==> config.mk <==
export PLATFORM = sky130hd
export DESIGN_NAME = flappy_game_ctrl
export DESIGN_NICKNAME = d
export VERILOG_FILES = /design/src/rtl/flappy_game_ctrl.sv
export SDC_FILE = /design/constraint.sdc
export NUM_CORES = 1
export LEC_CHECK = 0
export ABC_AREA = 1
export BUFFER_PORTS_ARGS = -buffer_cell sky130_fd_sc_hd__buf_2
export CELL_PAD_IN_SITES_DETAIL_PLACEMENT = 0
export CELL_PAD_IN_SITES_GLOBAL_PLACEMENT = 1
export CORE_MARGIN = 2
export CORE_UTILIZATION = 40
export DETAILED_ROUTE_END_ITERATION = 8
export PLACE_DENSITY_LB_ADDON = 0.12
export SYNTH_ARGS = -nofsm -noshare
export SYNTH_HDL_FRONTEND = slang
export SYNTH_SLANG_ARGS = --single-unit
==> constraint.sdc <==
create_clock -name clk -period 1.67 [get_ports clk]
set_clock_uncertainty 0.2 [all_clocks]
set_input_delay 0.167 -clock clk [delete_from_list [all_inputs] [get_ports clk]]
set_output_delay 0.167 -clock clk [all_outputs]
set_load 0.01 [all_outputs]
==> src/rtl/flappy_game_ctrl.sv <==
// Game sequencer for the pipe X-coordinate store. It turns the flap and collide inputs into
// Start/Stop/Ack handshakes, generates the scroll tick and keeps the session best score.
module flappy_game_ctrl #(
    parameter int unsigned TICK_DIV  = 416667,
    parameter int unsigned OVER_HOLD = 25000000
) (
    input  logic       clk,
    input  logic       reset,
    input  logic       flap,
    input  logic       collide,
    input  logic       ram_q_initial,
    input  logic       ram_q_count,
    input  logic       ram_q_stop,
    input  logic [3:0] ram_score,
    output logic       ram_start,
    output logic       ram_stop,
    output logic       ram_ack,
    output logic       scroll_en,
    output logic [3:0] best_score,
    output logic       game_over,
    output logic       q_idle,
    output logic       q_run,
    output logic       q_over
);

    localparam int unsigned TICK_W  = 20;
    localparam int unsigned HOLD_W  = 26;
    localparam int unsigned SCORE_W = 4;

    typedef enum logic [5:0] {
        S_IDLE   = 6'b000001,
        S_LAUNCH = 6'b000010,
        S_RUN    = 6'b000100,
        S_HALT   = 6'b001000,
        S_OVER   = 6'b010000,
        S_ACK    = 6'b100000
    } state_t;

    state_t              state;
    state_t              state_nxt;
    logic                flap_d;
    logic                flap_rise;
    logic [TICK_W-1:0]   tick_cnt;
    logic [HOLD_W-1:0]   hold_cnt;
    logic                tick_term;
    logic                hold_done;

    assign flap_rise = flap & ~flap_d;
    assign tick_term = (tick_cnt == TICK_W'(TICK_DIV - 1));
    assign hold_done = (hold_cnt == HOLD_W'(OVER_HOLD));

    // State register and flap edge detector
    always_ff @(posedge clk or negedge reset) begin
        if (!reset) begin
            state  <= S_IDLE;
            flap_d <= 1'b0;
        end else begin
            state  <= state_nxt;
            flap_d <= flap;
        end
    end

    // Scroll divider: cleared in idle, runs only while playing, frozen elsewhere
    always_ff @(posedge clk or negedge reset) begin
        if (!reset) begin
            tick_cnt <= '0;
        end else if (state == S_IDLE) begin
            tick_cnt <= '0;
        end else if (state == S_RUN) begin
            if (tick_term) begin
                tick_cnt <= '0;
            end else begin
                tick_cnt <= tick_cnt + TICK_W'(1);
            end
        end
    end

    // Game-over hold timer, saturating so a late flap is always accepted
    always_ff @(posedge clk or negedge reset) begin
        if (!reset) begin
            hold_cnt <= '0;
        end else if (state == S_HALT) begin
            hold_cnt <= '0;
        end else if ((state == S_OVER) && !hold_done) begin
            hold_cnt <= hold_cnt + HOLD_W'(1);
        end
    end

    // Best score updates on the cycle the store confirms the stop
    always_ff @(posedge clk or negedge reset) begin
        if (!reset) begin
            best_score <= '0;
        end else if ((state == S_HALT) && ram_q_stop && (ram_score > best_score)) begin
            best_score <= SCORE_W'(ram_score);
        end
    end

    // Next state and handshake decode
    always_comb begin
        state_nxt = state;
        ram_start = 1'b0;
        ram_stop  = 1'b0;
        ram_ack   = 1'b0;
        scroll_en = 1'b0;
        game_over = 1'b0;
        case (state)
            S_IDLE: begin
                if (flap_rise) state_nxt = S_LAUNCH;
            end
            S_LAUNCH: begin
                ram_start = 1'b1;
                if (ram_q_count) state_nxt = S_RUN;
            end
            S_RUN: begin
                // A collision on the terminal count freezes the pipes on the fatal frame
                scroll_en = tick_term & ~collide;
                if (collide) state_nxt = S_HALT;
            end
            S_HALT: begin
                ram_stop = 1'b1;
                if (ram_q_stop) state_nxt = S_OVER;
            end
            S_OVER: begin
                game_over = 1'b1;
                if (hold_done && flap_rise) state_nxt = S_ACK;
            end
            S_ACK: begin
                game_over = 1'b1;
                ram_ack   = 1'b1;
                if (ram_q_initial) state_nxt = S_IDLE;
            end
            default: state_nxt = S_IDLE;
        endcase
    end

    // Reset itself holds the idle indicator low so every output reads zero during reset
    assign q_idle = reset & (state == S_IDLE);
    assign q_run  = (state == S_RUN);
    assign q_over = (state == S_OVER) | (state == S_ACK);

endmodule

### Word level (Yosys, flattened, before mapping)

Index checks and enable logic that the tools add are counted.

* register bits: 57
* input port bits: 11
* output and inout bits: 12

* add/sub/neg operators: 2
* $lt $le $gt $ge: 1
* eq/ne operators: 14
* muxes and demuxes: 17
* bitwise operators: 6
* reductions and logical operators: 9

Operators with widths (count)
* $mux 20: 3
* $mux 26: 2
* $mux 6: 6
* $pmux 6 s6: 1
* $add 26x1->26 const B: 1
* $eq 26x25->1 const B: 1
* $add 20x1->20 const B: 1
* $eq 20x19->1 const B: 1
* $ne 2x2->1 const B: 5
* $eq 6x1->1 const B: 1
* $eq 6x2->1 const B: 1
* $eq 6x3->1 const B: 1
* $eq 6x4->1 const B: 1
* $eq 6x5->1 const B: 1
* $eq 6x6->1 const B: 1
* $reduce_and 6->1: 1
* $mux 1: 5
* $gt 4x4->1: 1
* $logic_and 1x1->1: 4
* $reduce_bool 2->1: 2
* $and 1x1->1: 3
* $ne 2x1->1 const B: 1
* $not 1->1: 2
* $reduce_or 2->1: 1
* 2 further kinds: 2

### Depth between registers and ports, before layout

Gate-level depths: netlist (run 1).

* word-level depth: 5
* gate-level depth with buffers: 13
* mapped depth without buffers: 12

### Least setup slack after synthesis (run 1)

Ideal clock, no wire load.

* path kind: register -> register
* start point: register hold_cnt[0]
* end point: register hold_cnt[12]
* arrival: 1.560 ns
* path slack: -0.155 ns
* cell stages (with the launch flop): 11
* period minus slack after synthesis: 1.825 ns
* path through: dfrtp_1 > inv_1 > ha_1 > nand2_1 > inv_1 > nand2_1 > nor2_4 > a21oi_2 > buf_6 > nand4_1 > nand2_1

* longest elaborated chain between the ends: 4
* elaborated cells on any way between the ends: 7

RTL lines
* start, declared: line 44 `logic [HOLD_W-1:0] hold_cnt;`
* start signal, assigned: line 85 `hold_cnt <= hold_cnt + HOLD_W'(1);`
* branches (longest 4 deep; another with $add 26x1->26)

Several ways; the timed one is not identified. The select of a mux whose other input is x is not followed.
A chain may end at the register's enable or synchronous reset.

### Worst setup path after layout (run 1)

* start point: register state[4]
* end point: output scroll_en

* longest elaborated chain between the ends: 2

RTL lines
* start, declared: line 39 `state_t state;`
* start signal, assigned: line 58 `state <= state_nxt;`
* $eq 6x3->1: line 106 `case (state)`
* $mux 1: line 106
* end, declared: line 18 `output logic scroll_en,`

Every way passes these cells.

==> results of run 1 <==
## where the power goes
part           leakage, µW  switching, µW  internal, µW
Combinational      0.00227           1700          1660
Sequential        0.000785            115          1510
Clock             0.000103            622           772
Total              0.00316           2440          3940
## through the flow
stage / power, µW / TNS (ns) / hold slack (ns) / setup slack, ns
global placement: 3410 / -3.39 / 0.0158 / -0.123
global route: 6680 / -15.75 / 0.209 / -0.368
floorplan: 2490 / -0.858 / -0.329 / -0.0533
CTS: 6000 / -8.00 / 0.178 / -0.315
finish: 6380 / -12.46 / 0.176 / -0.305
detailed placement: 3450 / -5.04 / 0.0168 / -0.148
## sequential cells by signal, summed over array words and instances, names as in the netlist
name	flops
hold_cnt	26
state	6
flap_d	1
tick_cnt	20
best_score	4
## cells in the final DEF, fill, tap and decap left out, drive strengths merged
cell / count
nor3: 7
buf: 166
bufinv: 1
o22ai: 1
nand4: 40
nand3b: 1
inv: 76
o21ai: 23
nor2: 117
a31o: 1
xor2: 13
nand2: 213
clkinvlp: 2
and2: 1
dfstp: 1
nand3: 40
clkinv: 4
ha: 8
o21bai: 1
dfrtp: 56
clkbuf: 12
a21oi: 5
dlygate4sd3: 10
## layer usage
| layer | vias up | part of all wire |
|---|---|---|
| met4 | 0 | 0.036 |
| met2 | 120 | 0.53 |
| met1 | 2206 | 0.40 |
| met3 | 40 | 0.031 |
| li1 | 2313 | - |
| met5 | - | 0 |
## worst max-delay path, cell delays in order, from the launching register on
cell and delay, ns:
dfrtp_1 0.39, buf_6 0.12, nor2_4 0.18, buf_6 0.14
nand4_1 0.18, nor2_4 0.16, buf_6 0.10
## cell type report
cell class	count	area, µm²	share of cell area
multi-input combinational	471	2690	0.413
timing repair buffer	176	1660	0.255
sequential	57	1430	0.220
inverter	78	339	0.0522
tap	133	166	0.0256
clock buffer	12	155	0.0239
clock inverter	4	51.3	0.00790
timing repair inverter	1	11.3	0.00173
## kinds of logic after synthesis
family                     share of synthesized area
AOI/OAI and AO/OA                             0.0426
xor gates and xnor gates                      0.0285
adders and majority gates                     0.0251
buffers and inverters                         0.0981
DFF                                            0.357
and+or+nand+nor                                0.448
## final timing paths
check | endpoint | slack (ns) | depth (start not counted)
max | scroll_en | -0.30 | 6
min | state[1] | 0.18 | 3
max reg2reg | hold_cnt[25] | -0.23 | 10
min reg2reg | hold_cnt[25] | 0.32 | 2
max in group asynchronous | state[0] | 0.79 | 3
min in group clk | best_score[1] | 0.28 | 5
## repair_timing
item	CTS	global route
hold buffers	10	0
hold endpoints to repair	67	0
resized for setup	151	73
cloned	5	0
setup buffers	35	15
endpoints found under the setup margin	61	64
pin swaps	62	38
==> metrics.cfg, run 1 <==
[setup_path]
start_kind = flop
cp.required_ns = 1.30
end_kind = output port
startpoint = state[4]
worst-path-max-fanout = 4
critical_path_class = reg2out
cp.arrival_ns = 1.61
r2r_start = state[1]

[clocking]
cts.root.buffer_cell = clkbuf_8
clockBufferDepth = 2
cts_tree = built
cts.clk_slew.worst_paths_ns = 0.08
htree_levels = 3
numCtsBuffers = 9
clock_sinks = 57
clk_latency_ns = 0.35

[synth]
postSynthAreaPerCell_um2 = 6.46
ys_seq_area_frac = 0.357
synth_top_area_cell = dfrtp_1
ys_ff_latch = 57
netlist_top_cells_area = dfrtp_1 (35%), nand2_1 (20%), nor2_1 (10%)
syn_inst = 618
ys_top_cells_by_count = nand2_1 (210), nor2_1 (111), inv_1 (75)
synth_top_area_frac = 0.351
syn_area_mm2 = 0.00399
synth.most_common_cell = nand2_1
yosys_warnings = 0
synth_fp_nets = 637
synth_flop_cell = dfrtp_1
ys_types = 31
synth_edf_count = 0
synthArstFlopShare = 1.00

[floorplanning]
initial_core_util = 0.410
io_pins = 23
placementRows = 36
die_h_um = 104
die_w_um = 104
core_area_mm2 = 0.00973
dieArea_mm2 = 0.0108

[cells_and_area]
final_cells = 932
area_growth_pct = 62.7
fin_util = 0.668
fin_nets = 813
n_fill_cell = 834
final_area_mm2 = 0.00650
antenna_cells = 0
drive_above_1_share = 0.384

[detailed_routing]
num_vias = 4679
first_pass_iters = 5
ant_nets = 0
viasPerCell = 5.02
drc = 0
drt-wirelength-per-cell_um = 15.5
drt_iter0_drc = 170
routed_wirelength_um = 14400

[global_route]
track_usage = 0.264
gr-usage-met3 = 0.0351
top_usage_layer = met2
antenna_found_initial = 0
grt_first_pass_wirelength_um = 23000
grt_pass1_vias = 4834
grt_max_degree = 58
grt.met1_usage = 0.313
grt_util_met2 = 0.472
grt_remaining_overflow = 0

[sta]
finalHoldViolations = 0
max_freq_mhz = 506
finalWorstSetupSlack_ns = -0.305
rsz0062_at_grt = yes
min_period_ns = 1.97
slew_viol_final = 0
worst_pin_slew_ns = 0.324
maxSlewHeadroom = 0.782
setup_viol = 64
period_share = 1.18

[status]
violations = setup timing
outcome = finished with violations

[placed_design]
place.gp.congestion = 0.906
numPortBuffers = 22
hpwl_um = 8750
dpl_cell_area_mm2 = 0.00497
dp.cells = 858

[power_and_ir_drop]
vdd_ir_drop_max_mv = 0.847
power_density_mw_per_mm2 = 982
leakagePower_uw = 0.00316

[hold_path]
holdCritPathClass = in2async

[run]
max-cap-violations = 0

Power figures use the tool's default switching activity.
==> run 2, diff against run 1 <==
- CORE_MARGIN: 2 -> not set
==> metrics.cfg, run 2 (same netlist as run 1, synthesis figures left out) <==
[cells_and_area]
final-seq-area_mm2 = 0.00144  ; +0.35%
n_fill_cell = 871  ; +4.4%
multi_input_area_mm2 = 0.00274  ; +1.9%
top_register = hold_cnt
drive_above_1_share = 0.390  ; +0.00536
largest_register_ffs = 26  ; unchanged
reg_top3 = hold_cnt x26, tick_cnt x20, state x6
area_growth_pct = 59.3
fin_nets = 802  ; -1.4%
final_cell_mix = nand2_1 (162), buf_4 (97), nor2_1 (84), inv_1 (61), dfrtp_1 (50)
fin_util = 0.654  ; -0.0139
layout_commonest_cell = nand2_1
antenna_cells = 0  ; unchanged

[clocking]
clockBufferDepth = 2  ; unchanged
cts_tree = built
numCtsBuffers = 9  ; unchanged
cts.root.buffer_cell = clkbuf_8
clk_latency_ns = 0.34  ; about the same
cts.clk_slew.worst_paths_ns = 0.07  ; about the same
htree_levels = 3  ; unchanged
clock_sinks = 57  ; unchanged

[global_route]
track_usage = 0.271  ; +0.00698
antenna_found_initial = 0  ; unchanged
grt_first_pass_wirelength_um = 21500  ; -6.4%
grt_remaining_overflow = 0  ; unchanged
grt_max_degree = 58  ; unchanged
grt_pass1_vias = 4599  ; -4.9%

[detailed_routing]
num_vias = 4603  ; -1.6%
first_pass_iters = 4  ; -1
viasPerCell = 5.00  ; -0.45%
ant_nets = 0  ; unchanged
drt-wirelength-per-cell_um = 14.3  ; -7.2%
routed_wirelength_um = 13200  ; -8.3%
drc = 0  ; unchanged
drt_iter0_drc = 130  ; -24%

[floorplanning]
io_pins = 23  ; unchanged
initial_core_util = 0.410  ; unchanged
die_w_um = 102  ; -1.9%
core_area_mm2 = 0.00973  ; unchanged
placementRows = 36  ; unchanged
die_h_um = 102  ; -1.9%
dieArea_mm2 = 0.0104  ; -3.8%

[setup_path]
cpMaxStageDelayCell = dfstp_2
worst-path-max-fanout = 3  ; -1
r2r-end = tick_cnt[18]
critPathTopFamily = flip-flops
r2r_start = state[0]
crit_path_frequent_cell = buf_6
worst_r2r_path_depth = 10  ; unchanged
path_cells = inv_2 -> nor2_2 -> nand3_2 -> buf_6 -> nor2_4 -> buf_6
cp.arrival_ns = 1.55  ; -0.06 ns
end_kind = output port
crit_buf_inv = 3  ; unchanged
start_kind = flop
cpPeakStageDelay_ns = 0.59  ; +0.20 ns
critical_path_class = reg2out
cp.required_ns = 1.30  ; about the same
r2r_slack_ns = -0.18  ; +0.05 ns

[placed_design]
pre_cts_slack_ns = -0.304  ; -0.156 ns
numPortBuffers = 22  ; unchanged
place.gp.congestion = 0.911  ; +0.46%
hpwl_um = 8460  ; -3.3%

[hold_path]
holdCritPathClass = in2reg
hold_depth = 5
hold-path-endpoint = state[2]
hp-start = collide

[power_and_ir_drop]
power_density_mw_per_mm2 = 996  ; +1.5%
finalPower_uw = 6340  ; -0.63%
leakagePower_uw = 0.00306  ; -3.1%
vdd_ir_drop_max_mv = 1.07  ; +26%

[sta]
rsz0062_at_grt = yes
max_freq_mhz = 523  ; +3.2%
setup_viol = 63  ; -1.6%
worst_pin_slew_ns = 0.769  ; +0.445 ns
period_share = 1.15  ; -0.0365
maxSlewHeadroom = 0.488  ; -0.294
min_period_ns = 1.91  ; -0.0609 ns
finalHoldViolations = 0  ; unchanged
slew_viol_final = 0  ; unchanged
finalWorstSetupSlack_ns = -0.244  ; +0.0609 ns

[run]
max-cap-violations = 0  ; unchanged

[status]
violations = setup timing
outcome = finished with violations

[run 2: cell types whose count changed in the layout (fill, tap and decap cells not counted), sizes merged]
| cell | delta |
|---|---|
| clkinvlp | -2 |
| dlygate4sd3 | -1 |
| buf | -12 |
| inv | +1 |
| clkinv | +3 |
[run 2: worst max path at each step]
stage              endpoint   startpoint  cells after the start  slack, ns
4_1_cts           scroll_en  tick_cnt[0]                      8      -0.26
3_5_place_dp   hold_cnt[20]     state[3]                      5      -0.30
5_1_grt           scroll_en  tick_cnt[6]                      7      -0.32
6_report             q_idle     state[0]                      6      -0.24
2_1_floorplan  hold_cnt[14]  hold_cnt[0]                     12      -0.05
3_3_place_gp   hold_cnt[18]     state[3]                      5      -0.24
[run 2: final cells by class]
| type | count | area share |
|---|---|---|
| clock buffers | 12 | 0.0212 |
| well taps | 133 | 0.0262 |
| inverters | 78 | 0.0551 |
| multi-input cells | 471 | 0.430 |
| flip-flops and latches | 57 | 0.226 |
| repair inverters | 3 | 0.00767 |
| clock inverters | 4 | 0.00708 |
| repair buffers | 163 | 0.227 |
[run 2: tightest hold or removal path, delay by kind of cell]
kind / cells / cell delay (ns)
simple gates: 2 / 0.14
buf+inv: 3 / 0.23
[run 2: per-stage QoR]
stage | instance area, µm² | setup TNS, ns | hold slack, ns | std cells
2_1_floorplan | 4020 | -0.858 | -0.329 | 618
3_3_place_gp | 4860 | -6.91 | 0.0902 | 847
3_5_place_dp | 4860 | -7.82 | 0.0959 | 847
4_1_cts | 5960 | -4.00 | 0.000886 | 912
5_1_grt | 6360 | -11.29 | 0.0198 | 921
6_report | 6360 | -6.84 | 0.0312 | 921
[run 2: where the power goes]
group | internal, µW | switching (µW)
registers | 1510 | 115
clock network | 685 | 611
logic | 1740 | 1680
[run 2: metal layers]
layer,routed length (µm),track usage
met4,226,0.103
met3,340,0.0472
met2,6890,0.483
met5,0,0
met1,5760,0.325
[run 2: timing repair]
item | CTS | global route
gates resized for setup | 145 | 92
cloned | 4 | 0
setup buffers | 39 | 12
hold endpoints to repair | 65 | 0
hold buffers | 9 | 0
pin swaps | 34 | 27
endpoints found under the setup margin | 60 | 64
